===== src/rtl/wrr_arbiter_pkg.sv =====
// Shared types and helpers for the weighted round-robin arbiter.
// Covers width selection, weight normalisation and one-hot decoding.
package wrr_arbiter_pkg;

  // Widest request vector the one-hot decoder accepts.
  localparam int MAX_CLIENTS = 256;

  typedef enum logic {
    ARB  = 1'b0,
    HOLD = 1'b1
  } mode_e;

  function automatic int id_width(input int n);
    return (n <= 2) ? 1 : $clog2(n);
  endfunction

  localparam int ID_W = id_width(32);

  // A zero weight still earns one grant cycle, so no client can be starved.
  function automatic int eff_weight(input int w);
    return (w == 0) ? 1 : w;
  endfunction

  function automatic int onehot_to_idx(input logic [MAX_CLIENTS-1:0] v);
    int idx = 0;
    for (int i = 0; i < MAX_CLIENTS; i++)
      if (v[i]) idx = idx | i;
    return idx;
  endfunction

endpackage


===== src/rtl/wrr_arbiter_pick.sv =====
// Combinational rotating priority encoder.
// Returns the first requester at or after ptr, wrapping from CLIENTS-1 to 0.
module wrr_pick
  import wrr_arbiter_pkg::*;
#(
  parameter  int CLIENTS = 32,
  localparam int SEL_W   = id_width(CLIENTS)
) (
  input  logic [CLIENTS-1:0] request,
  input  logic [SEL_W-1:0]   ptr,
  output logic               found,
  output logic [SEL_W-1:0]   idx
);

  logic [2*CLIENTS-1:0] dbl;
  logic [2*CLIENTS-1:0] rot;
  logic [CLIENTS-1:0]   low;
  logic [CLIENTS-1:0]   first;
  int                   off;
  int                   sum;

  // The doubled vector lets a plain right shift act as a rotation.
  always_comb begin
    dbl   = {request, request};
    rot   = dbl >> ptr;
    low   = rot[CLIENTS-1:0];
    first = low & (~low + CLIENTS'(1));
    found = |low;
    off   = onehot_to_idx(MAX_CLIENTS'(first));
    sum   = off + int'(ptr);
    if (sum >= CLIENTS) sum = sum - CLIENTS;
    idx   = SEL_W'(sum);
  end

endmodule


===== src/rtl/wrr_arbiter.sv =====
// Weighted round-robin arbiter: each grantee keeps the grant for up to
// eff_weight(weight[i]) consecutive cycles while it keeps requesting.
module wrr_arbiter
  import wrr_arbiter_pkg::*;
#(
  parameter  int CLIENTS  = 32,
  parameter  int WEIGHT_W = 4,
  localparam int SEL_W    = id_width(CLIENTS)
) (
  input  logic                        clock,
  input  logic                        reset,
  input  logic [CLIENTS-1:0]          request,
  input  logic                        stall,
  input  logic [CLIENTS*WEIGHT_W-1:0] weight,
  output logic [CLIENTS-1:0]          grant,
  output logic                        grant_valid,
  output logic [SEL_W-1:0]            grant_id
);

  logic [SEL_W-1:0]    ptr;
  logic [WEIGHT_W-1:0] credit;
  logic                found;
  logic [SEL_W-1:0]    idx;
  mode_e               mode;

  wrr_pick #(.CLIENTS(CLIENTS)) u_pick (
    .request (request),
    .ptr     (ptr),
    .found   (found),
    .idx     (idx)
  );

  // The owner is grant_id while grant_valid; no separate owner register needed.
  always_comb begin
    mode = ARB;
    if (grant_valid && request[grant_id] && credit > WEIGHT_W'(1)) mode = HOLD;
  end

  always_ff @(posedge clock) begin
    if (reset) begin
      grant       <= '0;
      grant_valid <= 1'b0;
      grant_id    <= '0;
      ptr         <= '0;
      credit      <= '0;
    end else if (!stall) begin
      if (mode == HOLD) begin
        credit <= credit - WEIGHT_W'(1);
      end else if (found) begin
        grant       <= CLIENTS'(1) << idx;
        grant_valid <= 1'b1;
        grant_id    <= idx;
        credit      <= WEIGHT_W'(eff_weight(int'(weight[int'(idx)*WEIGHT_W +: WEIGHT_W])));
        ptr         <= (idx == SEL_W'(CLIENTS-1)) ? '0 : idx + SEL_W'(1);
      end else begin
        grant       <= '0;
        grant_valid <= 1'b0;
        grant_id    <= '0;
        credit      <= '0;
      end
    end
  end

  a_onehot: assert property (@(posedge clock) disable iff (reset) $onehot0(grant));
  a_valid:  assert property (@(posedge clock) disable iff (reset) grant_valid == |grant);
  a_credit: assert property (@(posedge clock) disable iff (reset) grant_valid |-> credit != '0);
  a_cause:  assert property (@(posedge clock) disable iff (reset)
              (grant_valid && !$past(reset)) |-> ($past(stall) || |($past(request) & grant)));

endmodule


===== config.mk =====
export PLATFORM = sky130hd
export DESIGN_NAME = wrr_arbiter
export DESIGN_NICKNAME = d
export VERILOG_FILES = /design/src/rtl/wrr_arbiter_pkg.sv /design/src/rtl/wrr_arbiter_pick.sv /design/src/rtl/wrr_arbiter.sv
export SDC_FILE = /design/constraint.sdc
export NUM_CORES = 1
export LEC_CHECK = 0
export ABC_CLOCK_PERIOD_IN_PS = 14450
export BUFFER_PORTS_ARGS = -buffer_cell sky130_fd_sc_hd__buf_4
export CORE_ASPECT_RATIO = 0.5
export CORE_MARGIN = 4
export CORE_UTILIZATION = 55
export DETAILED_ROUTE_END_ITERATION = 6
export GPL_TIMING_DRIVEN = 0
export PLACE_DENSITY = 0.84
export SYNTH_ARGS = -nofsm -noshare
export SYNTH_HDL_FRONTEND = slang
export SYNTH_HIERARCHICAL = 1
export SYNTH_SLANG_ARGS = --single-unit

===== constraint.sdc =====
create_clock -name clock -period 14.45 [get_ports clock]
set_input_delay 2.89 -clock clock [delete_from_list [all_inputs] [get_ports clock]]
set_output_delay 2.89 -clock clock [all_outputs]
set_load 0.02 [all_outputs]

Yosys cells after proc, flatten, opt, wreduce, memory -nomap -nowiden --
Index checks and enable logic that the tools add are counted.
Word-level totals: register bits 47, input port bits 163, output and inout port bits 38, word-level logic and storage cells 110
Operators by class: add/subtract/negate cells 5, $lt $le $gt $ge 3, eq/ne operators 3, shift-type cells 3, mux-type cells 82, bitwise logic cells 2, reductions and logical operators 7
Operators with widths (number):
- two-way mux 32 bit | 9
- two-way mux 5 bit | 36
- indexed part select 128 x 8 -> 4 bit | 1
- two-way mux 4 bit | 18
- right shift 64 x 5 -> 32 bit | 1
- adder 32 x 1 -> 32 bit, second input constant | 1
- AND 32 bit | 1
- >= comparator 32 x 7 -> 1 bit, second input constant | 1
- inverter 32 bit | 1
- OR reduction 32 bit | 1
- << shifter 1 x 5 -> 32 bit, first input constant | 1
- two-way mux 1 bit | 12
- two-way mux 3 bit | 4
- adder 5 x 5 -> 6 bit | 1
- < comparator 5 x 6 -> 1 bit, second input constant | 1
- adder 5 x 1 -> 5 bit, second input constant | 1
- binary-select mux 1 bit (select 5 bit) | 1
- == test 5 bit, second input constant | 1
- subtractor 5 x 1 -> 5 bit, second input constant | 1
- greater-than comparator 4 x 1 -> 1 bit, second input constant | 1
- zero test 4 bit | 1
- two-way mux 2 bit | 2
- != test 2 bit, second input constant | 2
- subtractor 4 x 1 -> 4 bit, second input constant | 1
- other kinds (4) | 5

Logic depth before layout (Yosys ltp) --
Gate-level depths: netlist of run 1.
depth in word-level cells 50, gate-level depth with buffers 24, gate-level depth less buffers 21

Hierarchy --
The synthesis of run 1 kept the hierarchy.
By module, submodules not included:
- wrr_pick | instances 1, cells an instance 396, area an instance 3554.7 µm², sequential area each 0.0 µm²
- wrr_arbiter | instances 1, cells an instance 277, area an instance 3301.9 µm², sequential area each 940.9 µm²

Worst setup path before layout of run 1 --
Ideal clock, no wire load.
kind input port to flip-flop, from input port request[2], to register credit[1], library setup time 0.132 ns, data arrival time 7.838 ns, data required time 14.318 ns, path slack 6.480 ns, stages 19, path buffers 1, cells stage by stage mux4_2 > mux2_2 > or2_1 > mux4_2 > a2111oi_4 > nand3_2 > nor3b_1 > a211oi_1 > nand3_1 > ha_1 > a21o_1 > a21oi_1 > xnor2_1 > clkbuf_1 > mux4_2 > mux4_2 > o21ai_0 > or2_0 > a21oi_1
Between the ends: cells in the longest elaborated chain, start to end 50, elaborated cells between the ends (all ways) 57, classes of those cells add/sub: 3; order compare: 1; shift: 2; mux: 45; bitwise: 2; reduce/logical: 4
RTL lines:
- from (decl) | line wrr_arbiter.sv:12 | input logic [CLIENTS-1:0] request,
- right shift 64 x 5 -> 32 bit * | line wrr_arbiter_pick.sv:25 | rot = dbl >> ptr;
- inverter 32 bit | line wrr_arbiter_pick.sv:27 | first = low & (~low + CLIENTS'(1));
- adder 32 x 1 -> 32 bit | line wrr_arbiter_pick.sv:27
- AND 32 bit * | line wrr_arbiter_pick.sv:27
- two-way mux 1 bit | line wrr_arbiter_pkg.sv:27 | if (v[i]) idx = idx | i;
- two-way mux 2 bit (2 in series) | line wrr_arbiter_pkg.sv:27
- two-way mux 3 bit (4 in series) | line wrr_arbiter_pkg.sv:27
- two-way mux 4 bit (8 in series) | line wrr_arbiter_pkg.sv:27
- (+19 left out)
- via idx[3] | line wrr_arbiter.sv:23 | logic [SEL_W-1:0] idx;
- (+4 left out)
- two-way mux 4 bit * | line wrr_arbiter.sv:47 | if (mode == HOLD) begin
- two-way mux 4 bit * | line wrr_arbiter.sv:46 | end else if (!stall) begin
- two-way mux 4 bit * | line wrr_arbiter.sv:40 | if (reset) begin
- two-way mux 4 bit * | line wrr_arbiter.sv:47
- two-way mux 4 bit * | line wrr_arbiter.sv:46
- two-way mux 4 bit * | line wrr_arbiter.sv:40
- two-way mux 4 bit * | line wrr_arbiter.sv:46
- two-way mux 4 bit * | line wrr_arbiter.sv:40
- to (signal assigned) | line wrr_arbiter.sv:48 | credit <= credit - WEIGHT_W'(1);
- to (signal assigned) | line wrr_arbiter.sv:53 | credit <= WEIGHT_W'(eff_weight(int'(weight[int'(idx)*WEIGHT_W +: WEIGHT_W])));
- to (decl) | line wrr_arbiter.sv:21 | logic [WEIGHT_W-1:0] credit;
The timed path passes the listed nets; every way through them passes the cells marked *. The select of a mux whose other input is x is not followed. A chain may end at the register's enable or synchronous reset.

Worst setup path in the final report of run 1 --
from input port request[11], to register credit[2]
Same word-level chain as after synthesis.

==> results.ini, run 1 <==
[outcome]
status = complete, no violations

[floorplan]
die_height_um = 87.0
floorplan.initialDensity_pct = 57.2
die_area_um2 = 14400
boundaryPins = 201
placementRows = 28
core-area_um2 = 12000
die_width_um = 166

[cts]
cts_buffers = 5
cts_tree = yes
cts-resized-gates = 0
htree_levels = 2
clock_sinks = 47
path_clk_slew_ns = 0.07
root_buffer = clkbuf_16
postCtsHoldBufs = 0
cts.path.max_buffers = 2
post_cts_buffers = 0
clk_latency_ns = 0.28

[drt]
via_count = 7471
top_layer = met4
met1Wirelength_um = 9820
drtIter0Drc = 771
drc = 0
routedWlPerCell_um = 25.7
dr.pass1.iters = 5
wl_met2_um = 12900
via_per_inst = 7.14
wl_met3_um = 3250
ant_nets = 0
wirelength_um = 26900

[critical_path]
critical_path_class = input pin to flop
worst_path_max_delay_cell = a2111oi_4
cp_common_cell = nand2_1
critPathTopFamily = simple AND/OR/NAND/NOR gates
path_max_fanout = 10
worst-path-buf-inv = 3
cpPeakStageDelay_ns = 0.63
startpoint_type = input pin
required_ns = 14.66
crit_chain = buf_4 > mux4_2 > mux2i_1 > nand2_1 > mux4_2 > a2111oi_4 > nand3_2 > nor3b_1 > a211oi_1 > nand3_1 > ha_1 > a21o_1 > a21oi_1 > xnor2_1 > clkbuf_1 > buf_2 > nor2b_1 > nand2_1 > nand3_1 > nand2_1 > or3_1 > a41oi_1
end_kind = flop
worstPathArrival_ns = 9.36

[global_routing]
grt_max_degree = 16
grt_pass1_vias = 7332
grt_pass1_wl_um = 41300
grt_overflow_total = 0
grt_usage_pct = 35.9
antenna_found_initial = 0

[yosys]
synthesis.area_um2 = 6860
synth_edf_count = 0
synth.top_cell.area_share_pct = 29.6
synthFlopType = dfxtp_1
yosysSeqAreaShare_pct = 13.7
ys_types = 85
synth_top_cell_by_area = mux4_2
synthesis.nets = 850
synthArstFlopShare_pct = 0
yosys_warnings = 6
ys_ff_latch = 47
syn_area_per_cell_um2 = 10.2
netlist_instances = 673
synth_area_leaders = mux4_2 (30%), dfxtp_1 (14%), mux2i_1 (8.2%)

[timing]
grt_setup_unrepaired = no
setup_violations = 0
period_share_pct = 63.3
skew_ns = 0.00629
fmax_mhz = 109
hold_viol = 0
worstMarginPinSlew_ns = 1.03
relSlewSlack_pct = 31.0
slew_viol_final = 0
min_period_ns = 9.15
setup-tns-final_ns = 0

[power]
ir_worst_vdd_mv = 0.223
switching_share_pct = 50.1
leakage_nw = 3.48
p_seq_share_pct = 10.0
p_int_w = 0.000824
p_switching_w = 0.000826
clockPowerShare_pct = 6.9
p_comb_share_pct = 83.1
power.density_nw_per_um2 = 190

[finish]
nets = 1057
area_growth_pct = 27.0
final_cells = 1046
fill_cells = 897
final_cell_mix = buf_4 (201), mux4_2 (90), nand2_1 (67)
drive_gt1_share_pct = 41.3
antenna_cells = 0
final_common_cell = buf_4

[placement]
place_hpwl_um = 21700
dp.cells = 1038
gp_congestion = 1.06
io_buffers = 200

[job]
max_cap_violations = 0

[hold_path]
hold_path.class = flop to flop

stage by stage:
stage	setup WS [ns]	util, %	total power [W]	area (µm²)	hold slack (ns)
global placement	5.33	71.5	0.00148	8560	0.454
finish	5.30	72.7	0.00165	8710	0.476
detailed placement	5.22	71.5	0.00149	8560	0.462
global route	4.83	72.7	0.00173	8710	0.491
CTS	5.48	72.7	0.00161	8710	0.477
floorplan	6.48	-	0.00115	6860	0.461
cell type report:
cell class	instances	area [µm²]	area share, %
buffer	49	268	3.07
inverter	14	52.6	0.603
tap	165	206	2.37
timing repair buffer	200	1500	17.2
multi-input combinational	563	5600	64.2
clock inverter	2	16.3	0.187
clock buffer	6	129	1.48
sequential	47	941	10.8
worst reg2reg max path, cell delays in order, from the launching register on:
cell and delay [ns]:
dfxtp_1 0.34, clkbuf_1 0.40, clkbuf_1 0.53, buf_1 0.58, buf_1 0.53, buf_1 0.59
nand2_1 0.09, o21ai_0 0.16, a21oi_1 0.14, nor2_1 0.14, o31ai_1 0.10, a211oi_1 0.37
nand4_1 0.33, ha_1 0.33, fa_1 0.58, buf_2 0.30, buf_2 0.35, clkbuf_1 0.55
mux4_2 0.41, nor2_1 0.13, o22ai_1 0.11, o31a_1 0.28, mux2i_1 0.16, a221oi_1 0.11
power groups by stage:
stage	Combinational (W)	Clock, W	Sequential, W
5_1_grt	0.00145	0.000119	0.000169
3_3_place_gp	0.00131	0	0.000167
4_1_cts	0.00133	0.000114	0.000165
3_5_place_dp	0.00133	0	0.000168
2_1_floorplan	0.000977	0	0.000175
6_report	0.00137	0.000114	0.000166
state kept, by name, summed over array words and instances, names as in the netlist:
register / count
grant: 32
credit: 4
ptr: 5
grant_valid: 1
grant_id: 5
synth_stat cells (8+ instances only):
library cell	n
nand4_1	9
nor2b_1	9
o22ai_1	13
nor3_1	16
a21oi_1	28
nand2_1	67
mux4_2	90
nand3_1	21
and2_1	8
dfxtp_1	47
mux2i_1	56
a32o_1	16
inv_1	12
ha_1	13
buf_2	13
o21ai_0	10
nor2_1	38
clkbuf_1	20
a22o_1	13
mux2_2	19
path summary, 6_finish.rpt:
path / from / endpoint / slack, ns / depth (start not counted)
worst max-delay path: request[11] / credit[2] / 5.30 / 22
worst min-delay path: grant[4] / grant[4] / 0.48 / 1
worst max register to register: ptr[4] / credit[3] / 6.71 / 23
worst min register to register: grant[4] / grant[4] / 0.48 / 1
cell families after synthesis:
group / after synthesis / synth area share, %
fa+ha+maj: 14 / 2.66
buf+inv: 63 / 4.67
simple gates: 216 / 16.3
compound gates: 152 / 17.7
xor+xnor: 5 / 0.639
flops: 47 / 13.7
mux: 176 / 44.2
per-layer routing:
layer / vias up / track usage [%]
met5: - / 0
met2: 588 / 61.8
met4: 0 / 11.8
met3: 95 / 9.61
li1: 3181 / -
met1: 3607 / 44.8
(Power assumes the default switching activity.)
==> run 2, diff against run 1 <==
Settings changed: ABC_CLOCK_PERIOD_IN_PS 14450 to 7870, CORE_UTILIZATION 55 to 49, PLACE_DENSITY 0.84 to 0.79.
Clock period 14.45 ns to 7.87 ns, I/O delays scaled along.
==> run 2 against run 1 <==
  * Combinational power up 84%
  * Utilization shrank 8.3 points
  * Cell count up 2.8%
  * Power grew 84%
  * Critical path depth grew 2
  * Clock-buffer cell count fell by 1
  * Non-clock buffer count rose by 2
  * Register-to-register slack lost 6.3 ns
  * Clock power is 87% higher
  * Clock skew increased by 0.0059 ns
  * Worst hold slack got worse by 0.0065 ns
  * Global-route usage down 3.2 points
  * Critical path type unchanged
  * Largest cell class unchanged
  * Highest routed layer unchanged
==> results.ini, run 2 (synthesized netlist as in run 1, its figures left out) <==
[outcome]
status = complete, no violations

[finish]
final_core_util_pct = 64.4
drive_gt1_share_pct = 41.9
final_common_cell = buf_4
largest_register_ffs = 32
antenna_cells = 0
top_regs = grant: 32 flops, grant_id: 5 flops, ptr: 5 flops
final_cell_mix = buf_4 (203), mux4_2 (90), nand2_1 (67)
final_cells = 1075
nets = 1059
fin_area_um2 = 8780
area_growth_pct = 28.0
max_flop_register = grant

[timing]
relSlewSlack_pct = 35.4
worstMarginPinSlew_ns = 0.963
fin_ws_ns = 0.352
min_period_ns = 7.52
fmax_mhz = 133
slew_viol_final = 0
setup_violations = 0
hold_viol = 0
grt_setup_unrepaired = no
skew_ns = 0.0122
period_share_pct = 95.5

[drt]
ant_nets = 0
drtIter0Drc = 1005
dr.pass1.iters = 6
via_per_inst = 6.96
drc = 0
wirelength_um = 27300
routedWlPerCell_um = 25.4
via_count = 7480

[critical_path]
worstPathArrival_ns = 7.72
path_max_fanout = 10
crit_chain = buf_4 > mux4_2 > mux2i_1 > o21ai_0 > mux4_2 > a2111oi_4 > buf_4 > buf_4 > nand2_4 > nor4_1 > a211oi_1 > nand3_1 > ha_1 > a21o_1 > a21oi_1 > xnor2_1 > clkbuf_2 > buf_2 > nor2b_1 > a21oi_1 > nand3_1 > nand2_1 > or3_1 > a41oi_1
critPathTopFamily = simple AND/OR/NAND/NOR gates
critical_path_class = input pin to flop
cpPeakStageDelay_ns = 0.54
end_kind = flop
required_ns = 8.07
r2r_start = ptr[4]
reg2reg_to = credit[3]
worst_path_max_delay_cell = mux4_2
rr_worst_depth = 23
cp_common_cell = buf_4
r2r_slack_ns = 0.42
worst-path-buf-inv = 5
startpoint_type = input pin

[floorplan]
die_area_um2 = 16100
die_width_um = 175
floorplan.initialDensity_pct = 50.3
boundaryPins = 201
placementRows = 30
die_height_um = 91.6
core-area_um2 = 13600

[hold_path]
hold_depth = 1
hold_path_startpoint = grant[6]
hold_path.class = flop to flop
min_to = grant[6]

[global_routing]
grt_pass1_vias = 7235
grt_pass1_wl_um = 41600
antenna_found_initial = 0
grt_usage_pct = 32.7
grt_overflow_total = 0
grt_max_degree = 17

[cts]
postCtsHoldBufs = 0
cts.path.max_buffers = 2
clock_sinks = 47
cts_buffers = 5
htree_levels = 2
cts_tree = yes
clk_latency_ns = 0.29
root_buffer = clkbuf_16
path_clk_slew_ns = 0.07

[power]
power.density_nw_per_um2 = 346
finalPower_w = 0.00304
leakage_nw = 3.50
ir_worst_vdd_mv = 0.310

[placement]
gp_congestion = 1.07
place_hpwl_um = 22000
placed_area_um2 = 8600
dp.cells = 1065
pre_cts_ws_ns = -0.300
io_buffers = 200

[job]
max_cap_violations = 0

## run 2: area by class of cell
class	count	area, µm²
plain buffers	49	270
clock buffers	5	125
clock inverters	3	22.5
fillers	1142	4850
inverters	14	52.6
multi-input cells	563	5610
flip-flops and latches	47	941
well taps	192	240
repair buffers	202	1520
## run 2: metal layers
metal  vias up  wire, µm  GRT usage (%)
met1      3679     10700           44.8
met2       549     12600           52.5
met3        83      3070           6.18
li1       3169         -              -
met4         0       950           10.9
met5         -         0              0
## run 2: metrics by stage
step                      hold WS, ns  setup TNS, ns
after CTS                       0.471              0
after global routing            0.494              0
final                           0.469              0
after global placement          0.456         -0.902
after detailed placement        0.455          -1.06
after floorplan                 0.461              0
## run 2: power breakdown
group / switching, W / internal, W
logic: 0.00139 / 0.00113
registers: 0.0000354 / 0.000270
clock network: 0.0000936 / 0.000119
total: 0.00152 / 0.00152
## run 2: worst max-delay path by stage
stage                     start         to  slack, ns  cells after the start
detailed placement  request[10]  credit[2]      -0.30                     22
finish              request[30]  credit[2]       0.35                     24
floorplan            request[2]  credit[1]       1.22                     19
CTS                 request[30]  credit[2]       0.20                     22
global placement    request[10]  credit[1]      -0.25                     22
global route             ptr[4]  credit[3]        0.1                     23
## run 2: repair_timing
item,4_1_cts,5_1_grt
hold endpoints to repair,0,0
pin swaps,0,1
resized for setup,1,4
setup buffers,0,2
endpoints found under the setup margin,2,4
